<file path="src/rtl/conv_row_product_gen.sv">
// Convolution row-product generator: 3-tap signed dot product per row on one shared multiplier.
// Optional CONV_ROW_SATURATE_EN: saturating accumulation plus a sticky sat_flag output.
module conv_row_product_gen #(
   parameter int DATA_W = 8,
   parameter int OUT_W  = 16,
   parameter int ROWS   = 3
) (
   input  logic                     clk,
   input  logic                     rst_n,
   input  logic                     w_load,
   input  logic [3*DATA_W-1:0]      w_in,
   input  logic                     start,
   input  logic                     in_valid,
   input  logic signed [DATA_W-1:0] in_data,
   output logic                     in_ready,
   output logic signed [OUT_W-1:0]  sum,
   output logic                     load,
   output logic                     window_done,
`ifdef CONV_ROW_SATURATE_EN
   output logic                     sat_flag,
`endif
   output logic                     busy
);

   localparam int ROW_W = 4;
   localparam logic [ROW_W-1:0] LAST_ROW = ROW_W'(ROWS - 1);

   typedef enum logic [1:0] {IDLE, ACC, EMIT} state_t;

   state_t                    state_reg, state_next;
   logic [1:0]                tap_reg;
   logic [ROW_W-1:0]          row_reg;
   logic signed [OUT_W-1:0]   acc_reg;
   logic signed [DATA_W-1:0]  w_reg [3];
   logic signed [DATA_W-1:0]  w_unpacked [3];
   logic signed [DATA_W-1:0]  w_sel;
   logic signed [2*DATA_W-1:0] prod;
   logic signed [OUT_W-1:0]   prod_ext;
   logic signed [OUT_W-1:0]   acc_add;
   logic                      clip;
   logic                      last_row;
   logic                      accept;

   generate
      for (genvar gi = 0; gi < 3; gi++) begin : g_wsplit
         assign w_unpacked[gi] = w_in[gi*DATA_W +: DATA_W];
      end
   endgenerate

   assign last_row = (row_reg == LAST_ROW);
   assign accept   = in_valid && (state_reg == ACC);

   // One multiplier shared across taps; the tap counter selects the weight.
   always_comb begin
      w_sel = w_reg[0];
      case (tap_reg)
         2'd1:    w_sel = w_reg[1];
         2'd2:    w_sel = w_reg[2];
         default: w_sel = w_reg[0];
      endcase
   end

   assign prod     = in_data * w_sel;
   assign prod_ext = OUT_W'(prod);

`ifdef CONV_ROW_SATURATE_EN
   localparam logic signed [OUT_W-1:0] SAT_MAX = {1'b0, {(OUT_W-1){1'b1}}};
   localparam logic signed [OUT_W-1:0] SAT_MIN = {1'b1, {(OUT_W-1){1'b0}}};
   logic signed [OUT_W:0] wide_sum;

   // One guard bit: overflow shows up as the top two bits disagreeing.
   assign wide_sum = {acc_reg[OUT_W-1], acc_reg} + {prod_ext[OUT_W-1], prod_ext};
   assign clip     = (wide_sum[OUT_W] != wide_sum[OUT_W-1]);
   assign acc_add  = clip ? (wide_sum[OUT_W] ? SAT_MIN : SAT_MAX) : wide_sum[OUT_W-1:0];
`else
   assign clip    = 1'b0;
   assign acc_add = acc_reg + prod_ext;
`endif

   always_ff @(posedge clk or negedge rst_n) begin
      if (!rst_n) begin
         state_reg <= IDLE;
      end else begin
         state_reg <= state_next;
      end
   end

   always_comb begin
      state_next  = state_reg;
      in_ready    = 1'b0;
      load        = 1'b0;
      window_done = 1'b0;
      busy        = (state_reg != IDLE);
      case (state_reg)
         IDLE: begin
            if (start) state_next = ACC;
         end
         ACC: begin
            in_ready = 1'b1;
            if (in_valid && tap_reg == 2'd2) state_next = EMIT;
         end
         EMIT: begin
            load        = 1'b1;
            window_done = last_row;
            state_next  = last_row ? IDLE : ACC;
         end
         default: state_next = IDLE;
      endcase
   end

   always_ff @(posedge clk or negedge rst_n) begin
      if (!rst_n) begin
         tap_reg <= '0;
         row_reg <= '0;
         acc_reg <= '0;
         sum     <= '0;
         for (int i = 0; i < 3; i++) w_reg[i] <= '0;
`ifdef CONV_ROW_SATURATE_EN
         sat_flag <= 1'b0;
`endif
      end else begin
         case (state_reg)
            IDLE: begin
               if (w_load) begin
                  for (int i = 0; i < 3; i++) w_reg[i] <= w_unpacked[i];
               end
               if (start) begin
                  tap_reg <= '0;
                  row_reg <= '0;
                  acc_reg <= '0;
`ifdef CONV_ROW_SATURATE_EN
                  sat_flag <= 1'b0;
`endif
               end
            end
            ACC: begin
               if (accept) begin
                  acc_reg <= acc_add;
                  tap_reg <= tap_reg + 2'd1;
                  // Final tap lands straight in sum so it is valid during EMIT.
                  if (tap_reg == 2'd2) sum <= acc_add;
`ifdef CONV_ROW_SATURATE_EN
                  if (clip) sat_flag <= 1'b1;
`endif
               end
            end
            EMIT: begin
               acc_reg <= '0;
               tap_reg <= '0;
               row_reg <= last_row ? '0 : row_reg + 1'b1;
            end
            default: ;
         endcase
      end
   end

endmodule
</file>
<file path="config.mk">
export PLATFORM = sky130hd
export DESIGN_NAME = conv_row_product_gen
export DESIGN_NICKNAME = d
export VERILOG_FILES = /design/src/rtl/conv_row_product_gen.sv
export SDC_FILE = /design/constraint.sdc
export NUM_CORES = 1
export LEC_CHECK = 0
export ABC_AREA = 1
export CAP_MARGIN = 15
export CORE_UTILIZATION = 55
export DETAILED_ROUTE_END_ITERATION = 12
export HOLD_SLACK_MARGIN = 0.1
export PLACE_DENSITY = 0.85
export SETUP_SLACK_MARGIN = 0.3
export SYNTH_ARGS = -nofsm -noshare
export SYNTH_HDL_FRONTEND = slang
export SYNTH_SLANG_ARGS = --single-unit
</file>
<file path="constraint.sdc">
create_clock -name clk -period 7.3 [get_ports clk]
set_clock_uncertainty 0.05 [all_clocks]
set_input_delay 1.46 -clock clk [delete_from_list [all_inputs] [get_ports clk]]
set_output_delay 1.46 -clock clk [all_outputs]
set_load 0.02 [all_outputs]
</file>
==> results.ini, run 1 <==
[outcome]
status=completed

[synth]
synthTopCellsByArea=dfrtp_1, fa_1, ha_1
ys_seq_area_frac=0.2794
ys_top_cells_by_count=nand2_1, inv_1, fa_1, dfrtp_1, nor2_1
syn_inst=638
synthMostInstantiatedCell=nand2_1
synth_nets=787
syn_area_um2=5733
synth_edf_count=0
synthArstFlopShare=1.000
synth-warning-count=0
synth_area_per_cell_um2=8.986
synth_cell_types=33
synthFlopType=dfrtp_1
synth_seq_cells=64
synth_top_area_cell=dfrtp_1
yosys.area.top_type_share=0.2794

[drt]
drt-wirelength-per-cell_um=15.50
drc=0
wirelength_mm=13.01
firstDrtPassIters=5
antenna_left=0
routed_via_density=5.384
num_vias=4517
drt_iter0_drc=337

[sta]
fin_crit_ns=6.297
period_share=0.8626
setup_violations=0
worst_slack_ns=1.003
tightest_slew_ns=0.8167
max-slew-margin-rel=0.4498
max_freq_mhz=158.8
fin_setup_tns_ns=0
finalHoldViolCount=0
rsz0062_at_grt=no
drv_slew=0

[placement]
pre_cts_ws_ns=0.6499
dp_hpwl_mm=10.32
gp_congestion=0.9497
io_buffer_count=56

[critical_path]
cp_slowest_stage_delay_ns=0.56
critPathLaunch=in_data[7]
path_cells=clkdlybuf4s50_1 -> inv_1 -> nor2_1 -> buf_4 -> inv_1 -> fa_1 -> inv_1 -> fa_1 -> fa_1 -> fa_1 -> inv_1 -> fa_1 -> inv_1 -> ha_1 -> a21oi_1 -> o21ai_0 -> a21oi_1 -> nor2_1 -> nor2_1 -> nand2_1 -> o21ai_0
critPathLaunchType=input port
critPathArrivalTime_ns=6.52
crit_path_end=sum[10]
critPathCaptureType=flop
r2r-start=tap_reg[0]
reg2reg_to=sum[10]
crit_fanout=9
path_class=input port to flop
r2r_cells=23
cp_slowest_cell=fa_1
rrSetupSlack_ns=1.04
required_ns=7.52

[floorplanning]
dieArea_um2=10840
die_h_um=104.1
start_util=0.5759
die_x_um=104.1
rows=36
core-area_um2=9955
io_pins=57

[clocking]
cts.sinks=64
root_buffer=clkbuf_8
worstSkewPairLatency_ns=0.35
post_cts_buffers=0
cts_max_path_buffers=2
path_clk_slew_ns=0.08
cts_max_level=3
cts_tree=yes
cts_resized=0
cts_buffers=9
hold_buffers=0

[global_route]
grt_first_pass_wirelength_mm=22.47
grt_max_degree=65
grt_pass1_vias=4866
gr-total-overflow=0
grt_usage=0.2616
antenna_found_initial=0

[layout]
drive_gt1_frac=0.09065
multiInputGateArea_um2=3556
register_area_um2=1602
area_growth_pct=15.80
finalNetCount=850
fin_util=0.6669
num_antenna_cells=0
largest_reg_flops=24
num-fill-cells=793

[flow_run]
max_cap_violations=0

[worst_hold_path]
hold_class=flop to flop

cell families after synthesis:
family	share of synthesized area
AO/OA/AOI/OAI	0.06395
adder cells (fa/ha/maj)	0.3374
XOR/XNOR	0.006112
buffers and inverters	0.1004
flip-flops	0.2794
AND/OR/NAND/NOR	0.1656
multiplexers	0.04714
layout make-up:
cell class              instances  share of cell area
inverters                     139             0.07897
clock buffers                  11             0.02130
multi-input cells             427              0.5356
repair buffers                 60             0.08820
clock inverters                 5            0.009612
well taps                     133             0.02507
flip-flops and latches         64              0.2412
cells in the final DEF, fill, tap and decap left out, types with 2 or more instances in the layout:
| cell | netlist | layout |
|---|---|---|
| a21oi_1 | 9 | 9 |
| a221o_1 | 7 | 7 |
| buf_4 | 0 | 4 |
| clkbuf_8 | 0 | 10 |
| clkdlybuf4s50_1 | 0 | 55 |
| dfrtp_1 | 64 | 64 |
| fa_1 | 71 | 71 |
| ha_1 | 41 | 41 |
| inv_1 | 134 | 134 |
| inv_2 | 4 | 4 |
| inv_6 | 0 | 2 |
| mux2_2 | 24 | 24 |
| nand2_1 | 135 | 135 |
| nand2_2 | 3 | 3 |
| nand3_1 | 25 | 25 |
| nand3b_1 | 2 | 2 |
| nor2_1 | 55 | 55 |
| nor2_4 | 2 | 2 |
| nor3_1 | 2 | 2 |
| o21ai_0 | 23 | 23 |
| o21ai_1 | 6 | 6 |
| o21ai_2 | 6 | 6 |
| o21bai_1 | 2 | 2 |
| o22ai_1 | 2 | 2 |
| or2_2 | 2 | 2 |
| xor2_1 | 3 | 3 |
stage by stage:
stage / hold WS [ns] / cell area [um2] / cells
after floorplan: 0.4017 / 5733 / 638
after global placement: 0.4075 / 6434 / 823
after detailed placement: 0.4196 / 6434 / 823
after CTS: 0.4406 / 6639 / 839
after global routing: 0.4691 / 6639 / 839
final: 0.4347 / 6639 / 839
critical path, delay by kind of cell:
| kind | cells | cell delay [ns] |
|---|---|---|
| adder cells (fa/ha/maj) | 6 | 2.85 |
| AO/OA/AOI/OAI | 4 | 0.78 |
| buffers and inverters | 7 | 1.08 |
| AND/OR/NAND/NOR | 4 | 0.34 |
worst min path at each step:
| stage | startpoint | endpoint | slack, ns | cells past startpoint |
|---|---|---|---|---|
| floorplan | acc_reg[5] | acc_reg[5] | 0.40 | 2 |
| global placement | sum[3] | sum[3] | 0.41 | 2 |
| detailed placement | sum[15] | sum[15] | 0.42 | 2 |
| CTS | sum[2] | sum[2] | 0.44 | 2 |
| global route | sum[3] | sum[3] | 0.47 | 2 |
| finish | sum[2] | sum[2] | 0.43 | 2 |
layer usage:
| layer | up-vias | wire length [um] | GRT usage |
|---|---|---|---|
| met3 | 29 | 613 | 0.04010 |
| li1 | 2083 | - | - |
| met1 | 2250 | 5352 | 0.3329 |
| met5 | - | 0 | 0 |
| met4 | 0 | 335 | 0.09388 |
| met2 | 155 | 6706 | 0.4533 |
Power of run 1 is left out: the tool's default activity adds up to more than one toggle a clock period on the data nets, which glitch-free logic cannot reach.
==> inputs of run 2 (changes only) <==
--- a/constraint.sdc
+++ b/constraint.sdc
@@ -4,2 +4,2 @@
 set_output_delay 1.46 -clock clk [all_outputs]
-set_load 0.02 [all_outputs]
+set_load 0.1 [all_outputs]
==> results of run 2 <==
The final DEF is identical to that of run 1. Status: completed.
Power of run 2 is left out for the same reason.
==> inputs of run 3 (changes only) <==
Settings changed: MAX_ROUTING_LAYER from default to met4.
Clock period 7.3 ns to 5.89 ns, I/O delays scaled along.
==> run 3 against run 2 <==
Utilization up 5.3 points. Via count up 4.9%. Routed wire length up 9.4%. Sequential cell count unchanged. Worst hold slack worse by 0.0069 ns. Design area up 8.0%. Critical endpoint is now acc_reg[14].
==> results.ini, run 3 (synthesis gave the netlist of run 1 again) <==
[worst_hold_path]
hold_class=flop to flop
min_to=sum[3]
worstHoldPathCells=2
min_from=sum[3]

[critical_path]
cp_slowest_cell=clkdlybuf4s50_1
rrSetupSlack_ns=0.54
required_ns=6.08
reg2reg_to=sum[12]
r2r-start=tap_reg[1]
cpLargestDelayFamily=adder cells
path_class=input port to flop
path_cells=clkdlybuf4s50_1 -> inv_1 -> buf_4 -> nor2_1 -> fa_1 -> fa_1 -> fa_1 -> fa_1 -> ha_1 -> ha_2 -> nand2_1 -> o21ai_1 -> nand2_1 -> nand3_1 -> nand2_1 -> nand3_1 -> nand2_1
crit_fanout=5
critPathLaunchType=input port
cp_slowest_stage_delay_ns=0.57
r2r_cells=22
critPathCaptureType=flop
worstPathBufferInverterCount=3
critPathArrivalTime_ns=5.62

[drt]
routed_via_density=5.395
highest_layer=met4
antenna_left=0
drt_iter0_drc=246
drt-wirelength-per-cell_um=16.21
dr_wl_met2_mm=7.475
wl_met3_um=652
wirelength_mm=14.23
drc=0
num_vias=4737
firstDrtPassIters=5
met1Wirelength_mm=5.605

[floorplanning]
die_x_um=104.1
rows=36
dieArea_um2=10840
core-area_um2=9955
io_pins=57
die_h_um=104.1
start_util=0.5759

[global_route]
grt_usage=0.2828
grt_pass1_vias=4991
grt_first_pass_wirelength_mm=23.40
antenna_found_initial=0
gr-total-overflow=0
grt_max_degree=65

[sta]
tightest_slew_ns=1.003
rsz0062_at_grt=no
max_freq_mhz=184.2
setup_violations=0
finalHoldViolCount=0
period_share=0.9218
fin_crit_ns=5.429
max-slew-margin-rel=0.3293
drv_slew=0

[layout]
layout_common_cells=inv_1, nand2_1, fa_1, dfrtp_1, clkdlybuf4s50_1
num_antenna_cells=0
finalNetCount=889
stdcell_area_um2=7168
fin_util=0.7201
area_growth_pct=25.03
largest_reg_flops=24
instances_no_fill=878
drive_gt1_frac=0.1812

[clocking]
root_buffer=clkbuf_8
worstSkewPairLatency_ns=0.35
path_clk_slew_ns=0.07
cts_tree=yes
hold_buffers=0
cts_buffers=9
cts_max_path_buffers=2
cts_max_level=3
cts.sinks=64

[placement]
dp_hpwl_mm=11.01
gp_congestion=0.9644
io_buffer_count=56
place_inst=861
place_area_um2=6726

[flow_run]
max_cap_violations=0

[outcome]
status=completed

## run 3: how the worst max path moves through the flow
stage	from	end	slack, ns	depth (start not counted)
after floorplan	in_data[7]	sum[10]	0.41	19
final	in_data[4]	acc_reg[14]	0.46	17
after global routing	in_data[4]	acc_reg[14]	0.28	17
after global placement	in_data[2]	sum[10]	-0.18	19
after CTS	tap_reg[0]	acc_reg[9]	0.31	23
after detailed placement	in_data[2]	sum[10]	-0.25	19
## run 3: routing by layer
layer / vias to the layer above / GRT usage
met5: - / -
met4: 0 / 0.09694
met3: 40 / 0.05075
met2: 146 / 0.4748
met1: 2390 / 0.3453
li1: 2161 / -
## run 3: worst min-delay path, delay by kind of cell (launching register included)
family	cells	cell delay (ns)
simple gates	2	0.11
flops	1	0.34
## run 3: what timing repair did
item                       in CTS  in global routing
setup endpoints to repair      20                 20
cloned                          0                  0
gates resized for setup        11                 45
pin swaps                       7                 16
hold endpoints to repair        0                  0
setup buffers                   0                  1
## run 3: cell type report
class                      instances  area [um2]
timing repair buffer              99       887.1
inverter                         139       531.8
clock inverter                     3       65.06
clock buffer                      13       148.9
multi-input combinational        427        3767
fill                             721        2786
sequential                        64        1602
tap                              133       166.4
## run 3: through the flow
stage / setup TNS (ns) / hold WS [ns] / setup slack [ns]
floorplan: 0 / 0.4017 / 0.4081
global placement: -1.227 / 0.4060 / -0.1754
detailed placement: -2.416 / 0.4158 / -0.2490
CTS: 0 / 0.4317 / 0.3123
global route: 0 / 0.4613 / 0.2758
finish: 0 / 0.4279 / 0.4605
Power of run 3 is left out for the same reason.
